## config.mk

```make
export PLATFORM = sky130hd
export DESIGN_NAME = send_feedback
export DESIGN_NICKNAME = d
export VERILOG_FILES = /design/src/rtl/send_feedback_pkg.sv /design/src/rtl/send_feedback_sat_add16.sv /design/src/rtl/send_feedback.sv
export SDC_FILE = /design/constraint.sdc
export NUM_CORES = 1
export LEC_CHECK = 0
export BUFFER_PORTS_ARGS = -buffer_cell sky130_fd_sc_hd__clkbuf_2
export CAP_MARGIN = 20
export CORE_AREA = 2 2 112 114
export DETAILED_ROUTE_END_ITERATION = 6
export DIE_AREA = 0 0 114 116
export GPL_TIMING_DRIVEN = 0
export PLACE_DENSITY = 0.91
export REMOVE_ABC_BUFFERS = 1
export SLEW_MARGIN = 20
export SYNTH_ARGS = -nofsm -noshare
export SYNTH_HDL_FRONTEND = slang
export SYNTH_HIERARCHICAL = 1
export SYNTH_SLANG_ARGS = --single-unit
export TNS_END_PERCENT = 50
```

## constraint.sdc

```tcl
create_clock -name clock -period 4.3 [get_ports clock]
set_clock_uncertainty 0.1 [all_clocks]
set_input_delay 0.86 -clock clock [delete_from_list [all_inputs] [get_ports clock]]
set_output_delay 0.86 -clock clock [all_outputs]
set_load 0.05 [all_outputs]
```

## src/rtl/send_feedback_pkg.sv

```systemverilog
// send_feedback_pkg: memory map, cost constants and FSM states shared by send_feedback and the cost learner.
package send_feedback_pkg;
  localparam int          WORD_WIDTH   = 16;
  localparam logic [15:0] INF_COST     = 16'hFFFF;
  localparam logic [15:0] NCOUNT_ADDR  = 16'h068A;
  localparam logic [15:0] KSCOUNT_ADDR = 16'h0688;
  localparam logic [15:0] KSINK_BASE   = 16'h0008;
  localparam logic [15:0] NID_BASE     = 16'h0048;
  localparam logic [15:0] CLUS_BASE    = 16'h00C8;
  localparam logic [15:0] BATT_BASE    = 16'h0148;
  localparam logic [15:0] QVAL_BASE    = 16'h01C8;
  localparam logic [15:0] SINK_BASE    = 16'h0248;
  localparam logic [15:0] MYID_ADDR    = 16'h0000;
  localparam logic [15:0] MYBATT_ADDR  = 16'h0002;
  localparam logic [15:0] MYCLUS_ADDR  = 16'h0004;
  typedef enum logic [3:0] {
    S_IDLE, S_RD_NCNT, S_SCAN_A, S_SCAN_D, S_RD_NID,
    S_RD_ID, S_RD_BATT, S_RD_CLUS, S_COMPUTE, S_SEND, S_DONE
  } state_e;
endpackage

```

## src/rtl/send_feedback_sat_add16.sv

```systemverilog
// sat_add16: combinational 16-bit unsigned adder that clamps at 16'hFFFF.
module sat_add16 (
  input  logic [15:0] a_i,
  input  logic [15:0] b_i,
  output logic [15:0] y_o
);
  logic [16:0] sum;
  assign sum = {1'b0, a_i} + {1'b0, b_i};
  assign y_o = sum[16] ? 16'hFFFF : sum[15:0];
endmodule

```

## src/rtl/send_feedback.sv

```systemverilog
// send_feedback: scans the routing table for the min-qValue neighbour and sends one feedback packet.
// Optional BATTERY_COST_EN adds a battery-deficit term to the advertised cost.
module send_feedback
  import send_feedback_pkg::*;
#(
  parameter int          MAX_NEIGHBORS = 64,
  parameter logic [15:0] HOP_COST      = 16'd1,
  parameter int          BATT_SHIFT    = 4
) (
  input  logic        clock,
  input  logic        reset,
  input  logic        start,
  output logic [15:0] address,
  input  logic [15:0] data_in,
  output logic        tx_valid,
  input  logic        tx_ready,
  output logic [15:0] tx_sourceID,
  output logic [15:0] tx_batteryStat,
  output logic [15:0] tx_value,
  output logic [15:0] tx_clusterID,
  output logic [15:0] best_nID,
  output logic        busy,
  output logic        done
);
  state_e      state_q, state_d;
  logic        ph_q, ph_d;
  logic [6:0]  n_q, n_d, cnt_q, cnt_d, ncl;
  logic [15:0] min_q, min_d, best_q, best_d, addr_q, addr_d;
  logic [15:0] id_q, id_d, batt_q, batt_d, clus_q, clus_d, val_q, val_d;
  logic [15:0] hop, cost;
  logic        last;
  sat_add16 u_hop (.a_i(min_q), .b_i(HOP_COST), .y_o(hop));
`ifdef BATTERY_COST_EN
  logic [15:0] deficit;
  assign deficit = (INF_COST - batt_q) >> BATT_SHIFT;
  sat_add16 u_batt (.a_i(hop), .b_i(deficit), .y_o(cost));
`else
  assign cost = hop;
`endif
  assign ncl  = (data_in > 16'(MAX_NEIGHBORS)) ? 7'(MAX_NEIGHBORS) : data_in[6:0];
  assign last = n_q == cnt_q - 7'd1;
  always_comb begin
    state_d = state_q;
    ph_d    = 1'b0;
    n_d     = n_q;
    cnt_d   = cnt_q;
    min_d   = min_q;
    best_d  = best_q;
    id_d    = id_q;
    batt_d  = batt_q;
    clus_d  = clus_q;
    val_d   = val_q;
    case (state_q)
      S_IDLE: if (start) begin
        state_d = S_RD_NCNT;
        n_d     = '0;
        min_d   = INF_COST;
        best_d  = INF_COST;
      end
      S_RD_NCNT: begin
        ph_d = ~ph_q;
        if (ph_q) begin
          cnt_d   = ncl;
          state_d = (ncl == '0) ? S_RD_ID : S_SCAN_A;
        end
      end
      S_SCAN_A: state_d = S_SCAN_D;
      S_SCAN_D: begin
        if (data_in < min_q) begin
          min_d   = data_in;
          state_d = S_RD_NID;
        end else begin
          state_d = last ? S_RD_ID : S_SCAN_A;
          n_d     = last ? n_q : n_q + 7'd1;
        end
      end
      S_RD_NID: begin
        ph_d = ~ph_q;
        if (ph_q) begin
          best_d  = data_in;
          state_d = last ? S_RD_ID : S_SCAN_A;
          n_d     = last ? n_q : n_q + 7'd1;
        end
      end
      S_RD_ID: begin
        ph_d = ~ph_q;
        if (ph_q) begin
          id_d    = data_in;
          state_d = S_RD_BATT;
        end
      end
      S_RD_BATT: begin
        ph_d = ~ph_q;
        if (ph_q) begin
          batt_d  = data_in;
          state_d = S_RD_CLUS;
        end
      end
      S_RD_CLUS: begin
        ph_d = ~ph_q;
        if (ph_q) begin
          clus_d  = data_in;
          state_d = S_COMPUTE;
        end
      end
      S_COMPUTE: begin
        val_d   = (cnt_q == '0) ? INF_COST : cost;
        state_d = S_SEND;
      end
      S_SEND:  state_d = tx_ready ? S_DONE : S_SEND;
      S_DONE:  state_d = S_IDLE;
      default: state_d = S_IDLE;
    endcase
  end
  // Address is registered one cycle ahead so memory sees it in the first cycle of each read.
  always_comb begin
    addr_d = addr_q;
    case (state_d)
      S_RD_NCNT:          addr_d = NCOUNT_ADDR;
      S_SCAN_A, S_SCAN_D: addr_d = QVAL_BASE + {8'd0, n_d, 1'b0};
      S_RD_NID:           addr_d = NID_BASE + {8'd0, n_d, 1'b0};
      S_RD_ID:            addr_d = MYID_ADDR;
      S_RD_BATT:          addr_d = MYBATT_ADDR;
      S_RD_CLUS:          addr_d = MYCLUS_ADDR;
      default:            addr_d = addr_q;
    endcase
  end
  always_ff @(posedge clock) begin
    if (reset) begin
      state_q <= S_IDLE;
      ph_q    <= 1'b0;
      n_q     <= '0;
      cnt_q   <= '0;
      min_q   <= INF_COST;
      best_q  <= INF_COST;
      addr_q  <= '0;
      id_q    <= '0;
      batt_q  <= '0;
      clus_q  <= '0;
      val_q   <= '0;
    end else begin
      state_q <= state_d;
      ph_q    <= ph_d;
      n_q     <= n_d;
      cnt_q   <= cnt_d;
      min_q   <= min_d;
      best_q  <= best_d;
      addr_q  <= addr_d;
      id_q    <= id_d;
      batt_q  <= batt_d;
      clus_q  <= clus_d;
      val_q   <= val_d;
    end
  end
  assign address        = addr_q;
  assign tx_valid       = state_q == S_SEND;
  assign done           = state_q == S_DONE;
  assign busy           = (state_q != S_IDLE) && (state_q != S_DONE);
  assign tx_sourceID    = id_q;
  assign tx_batteryStat = batt_q;
  assign tx_clusterID   = clus_q;
  assign tx_value       = val_q;
  assign best_nID       = best_q;
endmodule
```

# --- Yosys cells after proc, flatten, opt, wreduce, memory -nomap -nowiden ---
# Index checks and enable logic that the tools add are counted.
classes:
  shifts: 0
  order_cmp: 2
  n_eq_ne: 22
  mux: 25
  n_mul: 0
  n_div: 0
  addsub: 5
  n_bitwise: 2
  n_reduce_logical: 17
ops:
  columns: ["op", "count"]
  rows:
  - ["$pmux W16 S6", 1]
  - ["$mux W16", 5]
  - ["$pmux W16 S2", 2]
  - ["$pmux W4 S10", 1]
  - ["$mux W7", 5]
  - ["$eq A4 B3 Y1 const B", 8]
  - ["$mux W4", 6]
  - ["$pmux W7 S3", 1]
  - ["$add A16 B1 Y17 const B", 1]
  - ["$eq A4 B2 Y1 const B", 4]
  - ["$gt A16 B7 Y1 const B", 1]
  - ["$lt A16 B16 Y1", 1]
  - ["$logic_not A7 Y1", 2]
  - ["$eq A4 B4 Y1 const B", 3]
  - ["$add A9 B8 Y10 const A", 1]
  - ["$add A7 B8 Y9 const A", 1]
  - ["$mux W3", 3]
  - ["$eq A4 B1 Y1 const B", 2]
  - ["$reduce_and A2 Y1", 4]
  - ["$add A7 B1 Y7 const B", 1]
  - ["$eq A7 B7 Y1", 1]
  - ["$sub A7 B1 Y7 const B", 1]
  - ["$ne A2 B2 Y1 const B", 3]
  - ["$reduce_and A3 Y1", 2]
  - ["other kinds (10)", 13]
word_totals:
  latch_bits: 0
  register_bits: 131
  mem_count: 0
  in_bits: 20
  mem_bits_ro: 0
  ram_bits: 0
  out_inout_bits: 99

# --- Logic depth before layout (Yosys ltp) ---
# Gate-level depths: netlist of run 1.
depth:
  depth_word: 9
  ltp_mapped: 17
  mapped_depth_nobuf: 16

# --- Modules after synthesis ---
# The synthesis of run 1 kept the hierarchy.
modules_own_cells:
  columns: ["module", "area_each_um2", "n_inst", "cells_each", "seq_area_each_um2"]
  rows:
  - ["send_feedback", 5955.7, 1, 723, 2502.4]
  - ["sat_add16", 809.5, 1, 103, 0.0]

# --- Worst setup path before layout of run 1 ---
# Ideal clock, no wire load.
synth_path:
  path_type: "input-to-reg"
  from: "in data_in[0]"
  to: "reg addr_q[7], in the netlist address[7]"
  stages: 15
  path_buffers: 1
  required_ns: 4.084
  setup_slack_ns: 0.415
  arrival_time_ns: 3.669
  path_cell_list: "buf_2 -> nand2b_1 -> a2111oi_2 -> a2111oi_2 -> nor3_1 -> nor2_1 -> a211o_1 -> a21oi_1 -> inv_1 -> ha_1 -> inv_1 -> a311oi_1 -> or3_4 -> a21o_1 -> a31o_1"
synth_between:
  word_cells_on_any_way: 22
  classes_between: "2 x add/sub; 2 x order compare; 7 x eq/ne; 8 x mux; 3 x reduce/logical"
synth_rtl:
  columns: ["element", "line", "rtl"]
  rows:
  - ["from (decl)", "send_feedback.sv:14", "input logic [15:0] data_in,"]
  - ["$lt A16 B16 Y1 *", "send_feedback.sv:69", "if (data_in < min_q) begin"]
  - ["$mux W7 *", "send_feedback.sv:69", null]
  - ["$pmux W7 S3 *", "send_feedback.sv:53", "case (state_q)"]
  - ["named net n_d[2]", "send_feedback.sv:27", "logic [6:0] n_q, n_d, cnt_q, cnt_d, ncl;"]
  - ["$add A9 B8 Y10 / $add A7 B8 Y9 (equally long branches)", "send_feedback.sv:120, send_feedback.sv:121", null]
  - ["$pmux W16 S6 *", "send_feedback.sv:118", "case (state_d)"]
  - ["to (signal assigned)", "send_feedback.sv:148", "addr_q <= addr_d;"]
  - ["to (decl)", "send_feedback.sv:28", "logic [15:0] min_q, min_d, best_q, best_d, addr_q, addr_d;"]
# The timed path passes the listed nets; every way through them passes the cells marked *. The select of a mux whose other input is x is not followed.
# A chain may end at the register's enable or synchronous reset.

# --- Final worst setup path of run 1 ---
layout_path:
  from: "in data_in[9]"
  to: "reg addr_q[7], in the netlist address[7]"
# Same word-level chain as after synthesis.

==> results.txt, run 1 <==
status: finished clean
commonest non-fill, non-tap cell in the layout: nand2_1
DRT iter0 DRCs: 706
xor/xnor cell area share of the yosys netlist: 2.59%
Compound-Gate Fraction of Synth Area: 22.8%
multi-input logic area: 4010 um^2
critical path type: primary input to flop
Synth Area in Adders: 6.77%
layout cells sized above 1: 20.9%
Hold Path Stages: 2
worst-case clock buffer depth: 2
reg2reg path depth: 16
clk sinks: 125
Tot Pwr: 0.00297 W
min Tclk post-route: 4.16 ns
Seq/Total Area, Yosys: 37.0%
Final nets: 986
largest net degree at the start of global routing: 56
Root Driver: clkbuf_16
Yosys reg bits: 125
Final ANT Viol Nets: 0
post-route cell area: 8040 um^2
Critical Path RT: 4.51 ns
crit end category: flop
area share of and/or/nand/nor cells after synthesis: 22.3%
Clk Latency, worst-skew pair: 0.42 ns
vias after detailed routing: 6843
non-filler cells, final: 1090
via density per instance: 6.28
Power Density: 370 nW/um^2
Initial Util: 56.8%
DIE WIDTH: 114 um
initial antenna violation count: 0
Port Buffer Count: 112
vias in the first global route: 6419
multiplexer area fraction after synthesis: 2.81%
Slew Viols, Final: 0
dpl cell area: 7370 um^2
Worst Hold Path EP: tx_clusterID[3]$_SDFFE_PP0P_
fmax: 241 MHz
number of fill cells in the layout: 836
final setup violating endpoints: 0
post-detail-place hpwl: 12800 um
EDFF count, synth: 0
die area: 13200 um^2
I/O pins: 119
CTS tree: done
R2R Path End: address[7]$_SDFFE_PP0P_
main combinational cell family by area after synthesis: compound AO/OA/AOI/OAI gates
max cap viols: 0
startpoint types: primary input
GP Congestion: 0.873
Final Hold Viols: 0
Crit Path Max Fanout: 8
gr usage total: 29.4%
reg-to-reg slack, setup: 0.35 ns
peak supply drop: 0.000334 V
drt first pass iters: 7
htree depth: 4
register area: 2500 um^2
routed wire length: 19800 um
Cells after Synth: 826
routed length per instance: 18.1 um
chip height: 116 um
post-synthesis cell type count: 79
Final Cycle Share: 96.7%
Mapped Area: 6770 um^2
Core ar.: 11900 um^2
Area growth, synth to finish: 18.8%
P_leak: 3.37 nW
Placed Cells incl. Taps: 1057
syn_area_per_cell: 8.19 um^2
clock-pin slew on the worst setup and hold paths: 0.06 ns
min-delay src: tx_clusterID[3]$_SDFFE_PP0P_
ys flop type: dfxtp_1
antenna diode count: 0
Hold/Removal Path Class: flop to flop
Worst slew margin: 28.3%
drt drc: 0
asr flop ratio synth: 0%
most frequent cells in the layout: nand2_1 (134), dfxtp_1 (125), clkbuf_2 (111)
first-pass GRT wire length: 31200 um
Worst Tran Pin Value: 1.07 ns
Site Rows: 40
CTS Buf Count: 17
YS warnings: 6
critical path data arrival time: 4.37 ns
remaining global-route overflow: 0
reg-to-reg critical path startpoint: cnt_q[0]$_SDFFE_PP0P_
hold_buf cts: 0
## cell type report
class	instances	area share, %
clock buffer	20	5.68
sequential	125	31.1
tap	147	2.29
multi-input combinational	641	49.9
timing repair buffer	116	7.63
inverter	29	1.35
clock inverter	12	2.01
## state kept, by name, indices dropped and copies added, names as in the netlist
name and cells:
address 10, best_nID 16, cnt_q 7, min_q 16, n_q 7, ph_q 1, state_q 4, tx_batteryStat 16
tx_clusterID 16, tx_sourceID 16, tx_value 16
## synthesized netlist by cell type, drive strengths merged (11+ instances only)
cell    number  share of area [%]
mux2i       19                2.8
xor2        11                1.4
a21oi       57                4.4
nor2        88                4.9
inv         29                1.6
nand3       15                1.1
o21ai       54                4.1
o221a       16                2.7
ha          35                6.5
dfxtp      125                 37
buf         14                1.6
nor3        32                2.5
a31oi       14                1.4
nand2      134                7.4
clkbuf      38                2.4
## cells by family after synthesis
family / after synthesis
compound gates: 214
other cells: 2
flops: 125
buf+inv: 81
simple gates: 329
xor+xnor: 20
mux: 19
fa+ha+maj: 36
## worst max-delay path: stages
cell	delay [ns]
clkbuf_2	0.21
ha_1	0.36
nand4_1	0.09
or2_1	0.31
a2111oi_4	0.37
or3_1	0.24
o21ai_2	0.10
a211o_1	0.29
a21oi_1	0.25
inv_1	0.13
ha_1	0.22
inv_1	0.08
a311oi_1	0.06
or3_4	0.42
a21o_1	0.17
a31o_1	0.21
## worst max-delay path by stage
stage                startpoint                 endpoint  slack [ns]  cells past startpoint
floorplan           data_in[13]  address[7]$_SDFFE_PP0P_        0.40                     15
CTS                 data_in[12]  address[7]$_SDFFE_PP0P_       0.003                     16
detailed placement   data_in[9]  address[7]$_SDFFE_PP0P_       -0.39                     16
finish               data_in[9]  address[7]$_SDFFE_PP0P_        0.14                     16
global route         data_in[9]  address[7]$_SDFFE_PP0P_       -0.02                     16
global placement     data_in[9]  address[7]$_SDFFE_PP0P_       -0.30                     16
## repair_timing
item / CTS / global route
endpoints found under the hold margin: 0 / 0
gates resized for setup: 0 / 8
buffers inserted: 0 / 1
endpoints found under the setup margin: 0 / 1
## stage by stage
| step | worst slack (ns) | util [%] | setup TNS [ns] | hold slack [ns] |
|---|---|---|---|---|
| after floorplan | 0.398 | - | 0 | 0.389 |
| after global placement | -0.296 | 61.4 | -0.296 | 0.341 |
| after detailed placement | -0.386 | 61.9 | -0.386 | 0.348 |
| after CTS | 0.00269 | 67.1 | 0 | 0.356 |
| after global routing | -0.0192 | 67.5 | -0.0192 | 0.370 |
| final | 0.144 | 67.5 | 0 | 0.354 |
## layer usage
metal  up-vias  GRT usage, %  wire (um)
met5         -             0          0
met4         0          13.1        692
met3        87          6.69       2150
met2       441          49.4       9450
met1      3197          36.1       7490
li1       3118             -          -
## report_power, final
part,internal (W),switching [W],leakage [nW]
Combinational,0.0000837,0.000210,2.07
Clock,0.000947,0.000550,0.293
Sequential,0.00117,0.0000149,1.01
Total,0.00220,0.000775,3.37
(Power assumes the default switching activity.)
==> run 2: changes to the inputs <==
--- a/config.mk
+++ b/config.mk
@@ -7,11 +7,10 @@
 export LEC_CHECK = 0
 export BUFFER_PORTS_ARGS = -buffer_cell sky130_fd_sc_hd__clkbuf_2
 export CAP_MARGIN = 20
-export CORE_AREA = 2 2 112 114
+export CORE_AREA = 2 2 154 156
 export DETAILED_ROUTE_END_ITERATION = 6
-export DIE_AREA = 0 0 114 116
-export GPL_TIMING_DRIVEN = 0
-export PLACE_DENSITY = 0.91
+export DIE_AREA = 0 0 156 158
+export PLACE_DENSITY = 0.58
 export REMOVE_ABC_BUFFERS = 1
 export SLEW_MARGIN = 20
 export SYNTH_ARGS = -nofsm -noshare
==> run 2 against run 1 <==
Compared with the run above: die area increased by 86%; worst hold slack barely moved; via count is 7.7% lower; sequential share of layout area decreased by 1.2 points; register-to-register slack improved by 0.14 ns; clock power decreased by 5%; largest power group unchanged; highest routed layer is now met5.
==> results.txt, run 2 (synthesis results as in run 1) <==
Site Rows: 56 (was 40)
CTS Buf Count: 17 (unchanged)
setup TNS: 0 ns (unchanged)
via density per instance: 4.98 (was 6.28)
layout cells sized above 1: 23.1% (was 20.9%)
routed wire length: 20600 um (was 19800 um)
final setup violating endpoints: 0 (unchanged)
clk sinks: 125 (unchanged)
Area growth, synth to finish: 23.7% (was 18.8%)
Port Buffer Count: 112 (unchanged)
I/O pins: 119 (unchanged)
crit end category: flop (unchanged)
post-CTS resize count: 0 (unchanged)
gr usage total: 16.7% (was 29.4%)
unrepaired setup endpoints after global routing: no
min Tclk post-route: 3.91 ns (was 4.16 ns)
post-detail-place hpwl: 15100 um (was 12800 um)
Core ar.: 23100 um^2 (was 11900 um^2)
htree depth: 4 (unchanged)
hold_buf cts: 0 (unchanged)
remaining global-route overflow: 0 (unchanged)
Final Cycle Share: 91.0% (was 96.7%)
initial antenna violation count: 2 (was 0)
Crit Path Max Fanout: 3 (was 8)
vias after detailed routing: 6315 (was 6843)
Power Density: 348 nW/um^2 (was 370 nW/um^2)
Critical Path RT: 4.57 ns (was 4.51 ns)
reg-to-reg critical path startpoint: min_q[13]$_SDFFE_PP1P_ (was cnt_q[0]$_SDFFE_PP0P_)
Final nets: 1019 (was 986)
R2R Path End: address[7]$_SDFFE_PP0P_ (unchanged)
reg-to-reg slack, setup: 0.49 ns (was 0.35 ns)
critical path type: primary input to flop (unchanged)
CTS tree: done (unchanged)
vias in the first global route: 6085 (was 6419)
largest net degree at the start of global routing: 75 (was 56)
postcts setup bufs: 0 (unchanged)
most frequent cells in the layout: nand2_1 (134), dfxtp_1 (125), clkbuf_2 (112) (was nand2_1 (134), dfxtp_1 (125), clkbuf_2 (111))
die area: 24600 um^2 (was 13200 um^2)
GP Congestion: 0.927 (was 0.873)
Hold Path Stages: 2 (unchanged)
peak supply drop: 0.000246 V (was 0.000334 V)
Root Driver: clkbuf_16 (unchanged)
Clk Latency, worst-skew pair: 0.42 ns (about the same)
Worst Tran Pin Value: 0.944 ns (was 1.07 ns)
first-pass GRT wire length: 32200 um (was 31200 um)
critical path data arrival time: 4.18 ns (was 4.37 ns)
Tot Pwr: 0.00292 W (was 0.00297 W)
Worst Hold Path EP: tx_sourceID[15]$_SDFFE_PP0P_ (was tx_clusterID[3]$_SDFFE_PP0P_)
Final Hold Viols: 0 (unchanged)
min-delay src: tx_sourceID[15]$_SDFFE_PP0P_ (was tx_clusterID[3]$_SDFFE_PP0P_)
worst-case clock buffer depth: 2 (unchanged)
Worst slew margin: 37.0% (was 28.3%)
startpoint types: primary input (unchanged)
max cap viols: 0 (unchanged)
DRT iter0 DRCs: 383 (was 706)
DIE WIDTH: 156 um (was 114 um)
Hold/Removal Path Class: flop to flop (unchanged)
Final ANT Viol Nets: 0 (unchanged)
routed length per instance: 16.2 um (was 18.1 um)
drt first pass iters: 5 (was 7)
P_leak: 3.50 nW (was 3.37 nW)
Initial Util: 29.3% (was 56.8%)
fmax: 256 MHz (was 241 MHz)
Slew Viols, Final: 0 (unchanged)
drt drc: 0 (unchanged)
commonest non-fill, non-tap cell in the layout: nand2_1 (unchanged)
chip height: 158 um (was 116 um)
reg2reg path depth: 16 (unchanged)
status: finished clean (unchanged)
clock-pin slew on the worst setup and hold paths: 0.06 ns (about the same)
run 2: stage by stage:
stage / instance area (um^2) / utilization [%] / instances / hold slack, ns / worst slack [ns]
finish: 8370 / 36.3 / 1267 / 0.354 / 0.387
global route: 8370 / 36.3 / 1266 / 0.364 / 0.111
CTS: 8370 / 36.3 / 1266 / 0.356 / 0.411
detailed placement: 7780 / 33.8 / 1234 / 0.347 / -0.00760
global placement: 7780 / 33.8 / 1234 / 0.343 / 0.0445
floorplan: 6570 / - / 795 / 0.389 / 0.398
run 2: power breakdown:
part	internal, W	total [W]	switching, W
Sequential	0.00117	0.00118	0.0000144
Combinational	0.0000964	0.000304	0.000208
Clock	0.000831	0.00143	0.000598
Total	0.00210	0.00292	0.000820
run 2: final cells by class:
class | count | area (um^2)
Tap cell | 290 | 363
Sequential cell | 125 | 2500
Clock inverter | 14 | 146
Antenna cell | 1 | 2.50
Inverter | 29 | 109
Clock buffer | 18 | 439
Multi-Input combinational cell | 641 | 3970
Fill cell | 2402 | 14700
Timing Repair Buffer | 149 | 838
run 2: how the worst max path moves through the flow:
| stage | start | slack (ns) | endpoint |
|---|---|---|---|
| after floorplan | data_in[13] | 0.40 | address[7]$_SDFFE_PP0P_ |
| after global placement | data_in[12] | 0.04 | address[7]$_SDFFE_PP0P_ |
| after detailed placement | data_in[13] | -0.008 | address[7]$_SDFFE_PP0P_ |
| after CTS | data_in[13] | 0.41 | address[7]$_SDFFE_PP0P_ |
| after global routing | cnt_q[0]$_SDFFE_PP0P_ | 0.11 | address[7]$_SDFFE_PP0P_ |
| final | data_in[12] | 0.39 | address[7]$_SDFFE_PP0P_ |
run 2: per-layer routing:
layer	vias up	track usage [%]	share of wire (%)
li1	3188	-	-
met1	2908	20.9	46
met2	176	26.5	45
met3	41	5.09	6.2
met4	2	7.25	2.6
met5	-	0	0.063
run 2: critical path, stage by stage:
cell and delay [ns]:
clkbuf_2 0.09, ha_1 0.30, o21a_1 0.19, o211ai_1 0.20, o21ai_0 0.26, or3_1 0.39
o21ai_0 0.31, a211o_1 0.16, a21oi_1 0.08, inv_1 0.09, ha_1 0.17, inv_1 0.06
a311oi_1 0.27, o21ai_0 0.22, a2111oi_4 0.38, a31o_1 0.14
==> run 3: changes to the inputs <==
--- a/config.mk
+++ b/config.mk
@@ -10,7 +10,7 @@
 export CORE_AREA = 2 2 154 156
 export DETAILED_ROUTE_END_ITERATION = 6
 export DIE_AREA = 0 0 156 158
-export PLACE_DENSITY = 0.58
+export PLACE_DENSITY = 0.54
 export REMOVE_ABC_BUFFERS = 1
 export SLEW_MARGIN = 20
 export SYNTH_ARGS = -nofsm -noshare
==> run 3 against run 2 <==
Compared with the run above: setup slack lost 0.034 ns; first-iteration DRC count fell by 7.8%; sequential power about the same; worst hold slack better by 0.0020 ns; count of clock-buffer cells in the layout did not move; via count fell by 0.87%; maximum frequency down 0.87%.
==> results.txt, run 3 (synthesis results as in run 1) <==
P_leak: 3.52 nW (was 3.50 nW)
layout cells sized above 1: 23.2% (was 23.1%)
final setup violating endpoints: 0 (unchanged)
htree depth: 4 (unchanged)
largest net degree at the start of global routing: 75 (unchanged)
Critical Path RT: 4.57 ns (about the same)
Tot Pwr: 0.00293 W (was 0.00292 W)
setup TNS: 0 ns (unchanged)
remaining global-route overflow: 0 (unchanged)
DIE WIDTH: 156 um (unchanged)
min-delay src: tx_clusterID[12]$_SDFFE_PP0P_ (was tx_sourceID[15]$_SDFFE_PP0P_)
CTS Buf Count: 17 (unchanged)
R2R Path End: address[7]$_SDFFE_PP0P_ (unchanged)
Slew Viols, Final: 0 (unchanged)
Net Sw Power: 0.000827 W (was 0.000820 W)
Final Cycle Share: 91.8% (was 91.0%)
vias after detailed routing: 6260 (was 6315)
gr usage total: 16.6% (was 16.7%)
clk sinks: 125 (unchanged)
critical path type: primary input to flop (unchanged)
crit end category: flop (unchanged)
Crit path buffers/inverters: 4 (was 3)
Worst slew margin: 37.0% (about the same)
critical path data arrival time: 4.21 ns (was 4.18 ns)
drt drc: 0 (unchanged)
reg2reg path depth: 17 (was 16)
reg-to-reg critical path startpoint: min_q[12]$_SDFFE_PP1P_ (was min_q[13]$_SDFFE_PP1P_)
unrepaired setup endpoints after global routing: no (unchanged)
startpoint types: primary input (unchanged)
routed wire length: 20500 um (was 20600 um)
CP max-delay cell: a2111oi_4 (was or3_1)
initial antenna violation count: 1 (was 2)
Final Hold Viols: 0 (unchanged)
hold_buf cts: 0 (unchanged)
post-detail-place hpwl: 15000 um (was 15100 um)
most frequent cells in the layout: nand2_1 (134), dfxtp_1 (125), clkbuf_2 (112) (unchanged)
Crit Path Max Fanout: 3 (unchanged)
peak supply drop: 0.000274 V (was 0.000246 V)
Root Driver: clkbuf_16 (unchanged)
switching share of power: 28.3% (was 28.1%)
Hold Path Stages: 2 (unchanged)
via density per instance: 4.93 (was 4.98)
Comb pwr share: 10.4% (about the same)
vias in the first global route: 5927 (was 6085)
DRT iter0 DRCs: 353 (was 383)
Clock Power Share: 49.2% (was 49.0%)
post-CTS resize count: 0 (unchanged)
die area: 24600 um^2 (unchanged)
Crit path largest cell delay: 0.38 ns (was 0.39 ns)
Port Buffer Count: 112 (unchanged)
first-pass GRT wire length: 32000 um (was 32200 um)
Site Rows: 56 (unchanged)
reg-to-reg slack, setup: 0.43 ns (was 0.49 ns)
clock-pin slew on the worst setup and hold paths: 0.06 ns (about the same)
Core ar.: 23100 um^2 (unchanged)
Worst Hold Path EP: tx_clusterID[12]$_SDFFE_PP0P_ (was tx_sourceID[15]$_SDFFE_PP0P_)
status: finished clean (unchanged)
worst-case clock buffer depth: 2 (unchanged)
fmax: 253 MHz (was 256 MHz)
CP top delay family: compound AO/OA/AOI/OAI gates (unchanged)
CTS tree: done (unchanged)
Final ANT Viol Nets: 0 (unchanged)
Final nets: 1021 (was 1019)
Power Density: 349 nW/um^2 (was 348 nW/um^2)
Initial Util: 29.3% (unchanged)
sequential power share: 40.4% (was 40.6%)
Hold WS: 0.356 ns (was 0.354 ns)
routed length per instance: 16.2 um (about the same)
CP most frequent cell: o21ai_0 (unchanged)
chip height: 158 um (unchanged)
commonest non-fill, non-tap cell in the layout: nand2_1 (unchanged)
Hold/Removal Path Class: flop to flop (unchanged)
postcts setup bufs: 0 (unchanged)
worst-path cell chain: clkbuf_2 -> ha_1 -> o21a_1 -> o211ai_1 -> o21ai_0 -> buf_4 -> or3_1 -> o21ai_0 -> a211o_1 -> a21oi_1 -> inv_1 -> ha_1 -> inv_1 -> a311oi_1 -> o21ai_0 -> a2111oi_4 -> a31o_1 (was clkbuf_2 -> ha_1 -> o21a_1 -> o211ai_1 -> o21ai_0 -> or3_1 -> o21ai_0 -> a211o_1 -> a21oi_1 -> inv_1 -> ha_1 -> inv_1 -> a311oi_1 -> o21ai_0 -> a2111oi_4 -> a31o_1)
internal power: 0.00210 W (about the same)
max cap viols: 0 (unchanged)
drt first pass iters: 5 (unchanged)
number of fill cells in the layout: 2388 (was 2402)
Clk Latency, worst-skew pair: 0.43 ns (was 0.42 ns)
Area growth, synth to finish: 24.0% (was 23.7%)
Worst Tran Pin Value: 0.945 ns (was 0.944 ns)
GP Congestion: 0.890 (was 0.927)
min Tclk post-route: 3.95 ns (was 3.91 ns)
I/O pins: 119 (unchanged)
run 3: cell types whose count changed in the layout (fill, tap and decap cells not counted):
cell | before | now
clkinvlp_4 | 4 | 2
clkinv_2 | 0 | 1
inv_8 | 3 | 4
buf_4 | 37 | 39
run 3: worst max-delay path by stage:
| stage | slack, ns | startpoint | end | depth (start not counted) |
|---|---|---|---|---|
| 2_1_floorplan | 0.40 | data_in[13] | address[7]$_SDFFE_PP0P_ | 15 |
| 3_3_place_gp | 0.02 | data_in[12] | address[7]$_SDFFE_PP0P_ | 17 |
| 3_5_place_dp | -0.03 | data_in[12] | address[7]$_SDFFE_PP0P_ | 17 |
| 4_1_cts | 0.41 | data_in[12] | address[7]$_SDFFE_PP0P_ | 17 |
| 5_1_grt | 0.15 | data_in[9] | address[7]$_SDFFE_PP0P_ | 17 |
| 6_report | 0.35 | data_in[12] | address[7]$_SDFFE_PP0P_ | 17 |
run 3: power groups by stage:
stage	combinational (W)	clock, W	sequential (W)
floorplan	0.000163	0	0.00123
global placement	0.000301	0	0.00121
detailed placement	0.000300	0	0.00121
CTS	0.000301	0.00147	0.00118
global route	0.000331	0.00153	0.00118
finish	0.000304	0.00144	0.00118
run 3: worst register-to-register path, cell delays in order (launching register included):
cell and delay [ns]:
dfxtp_1 0.38, inv_1 0.08, ha_1 0.30, o21a_1 0.19, o211ai_1 0.19, o21ai_0 0.18, buf_4 0.19, or3_1 0.31
o21ai_0 0.32, a211o_1 0.16, a21oi_1 0.08, inv_1 0.10, ha_1 0.17, inv_1 0.06, a311oi_1 0.26, o21ai_0 0.23
a2111oi_4 0.38, a31o_1 0.13
run 3: final cells by class:
cell class                 count  area [um^2]  share of cell area [%]
inverter                      29          109                    1.30
timing repair buffer         151          853                    10.2
clock inverter                14          148                    1.76
antenna                        1         2.50                  0.0298
tap                          290          363                    4.33
multi-input combinational    641         3970                    47.3
sequential                   125         2500                    29.8
clock buffer                  18          439                    5.24
run 3: stage by stage:
step                area [um^2]  util, %  setup WS, ns  instances
floorplan                  6570        -         0.398        795
global placement           7800     33.8        0.0229       1236
detailed placement         7800     33.8       -0.0259       1236
CTS                        8380     36.4         0.412       1268
global route               8380     36.4         0.151       1268
finish                     8390     36.4         0.353       1269
run 3: metal layers:
metal  wire length (um)  global-route usage (%)
met5                  0                       0
met4                327                    5.46
met1               9620                    21.8
met2               9240                    26.2
met3               1360                    4.79
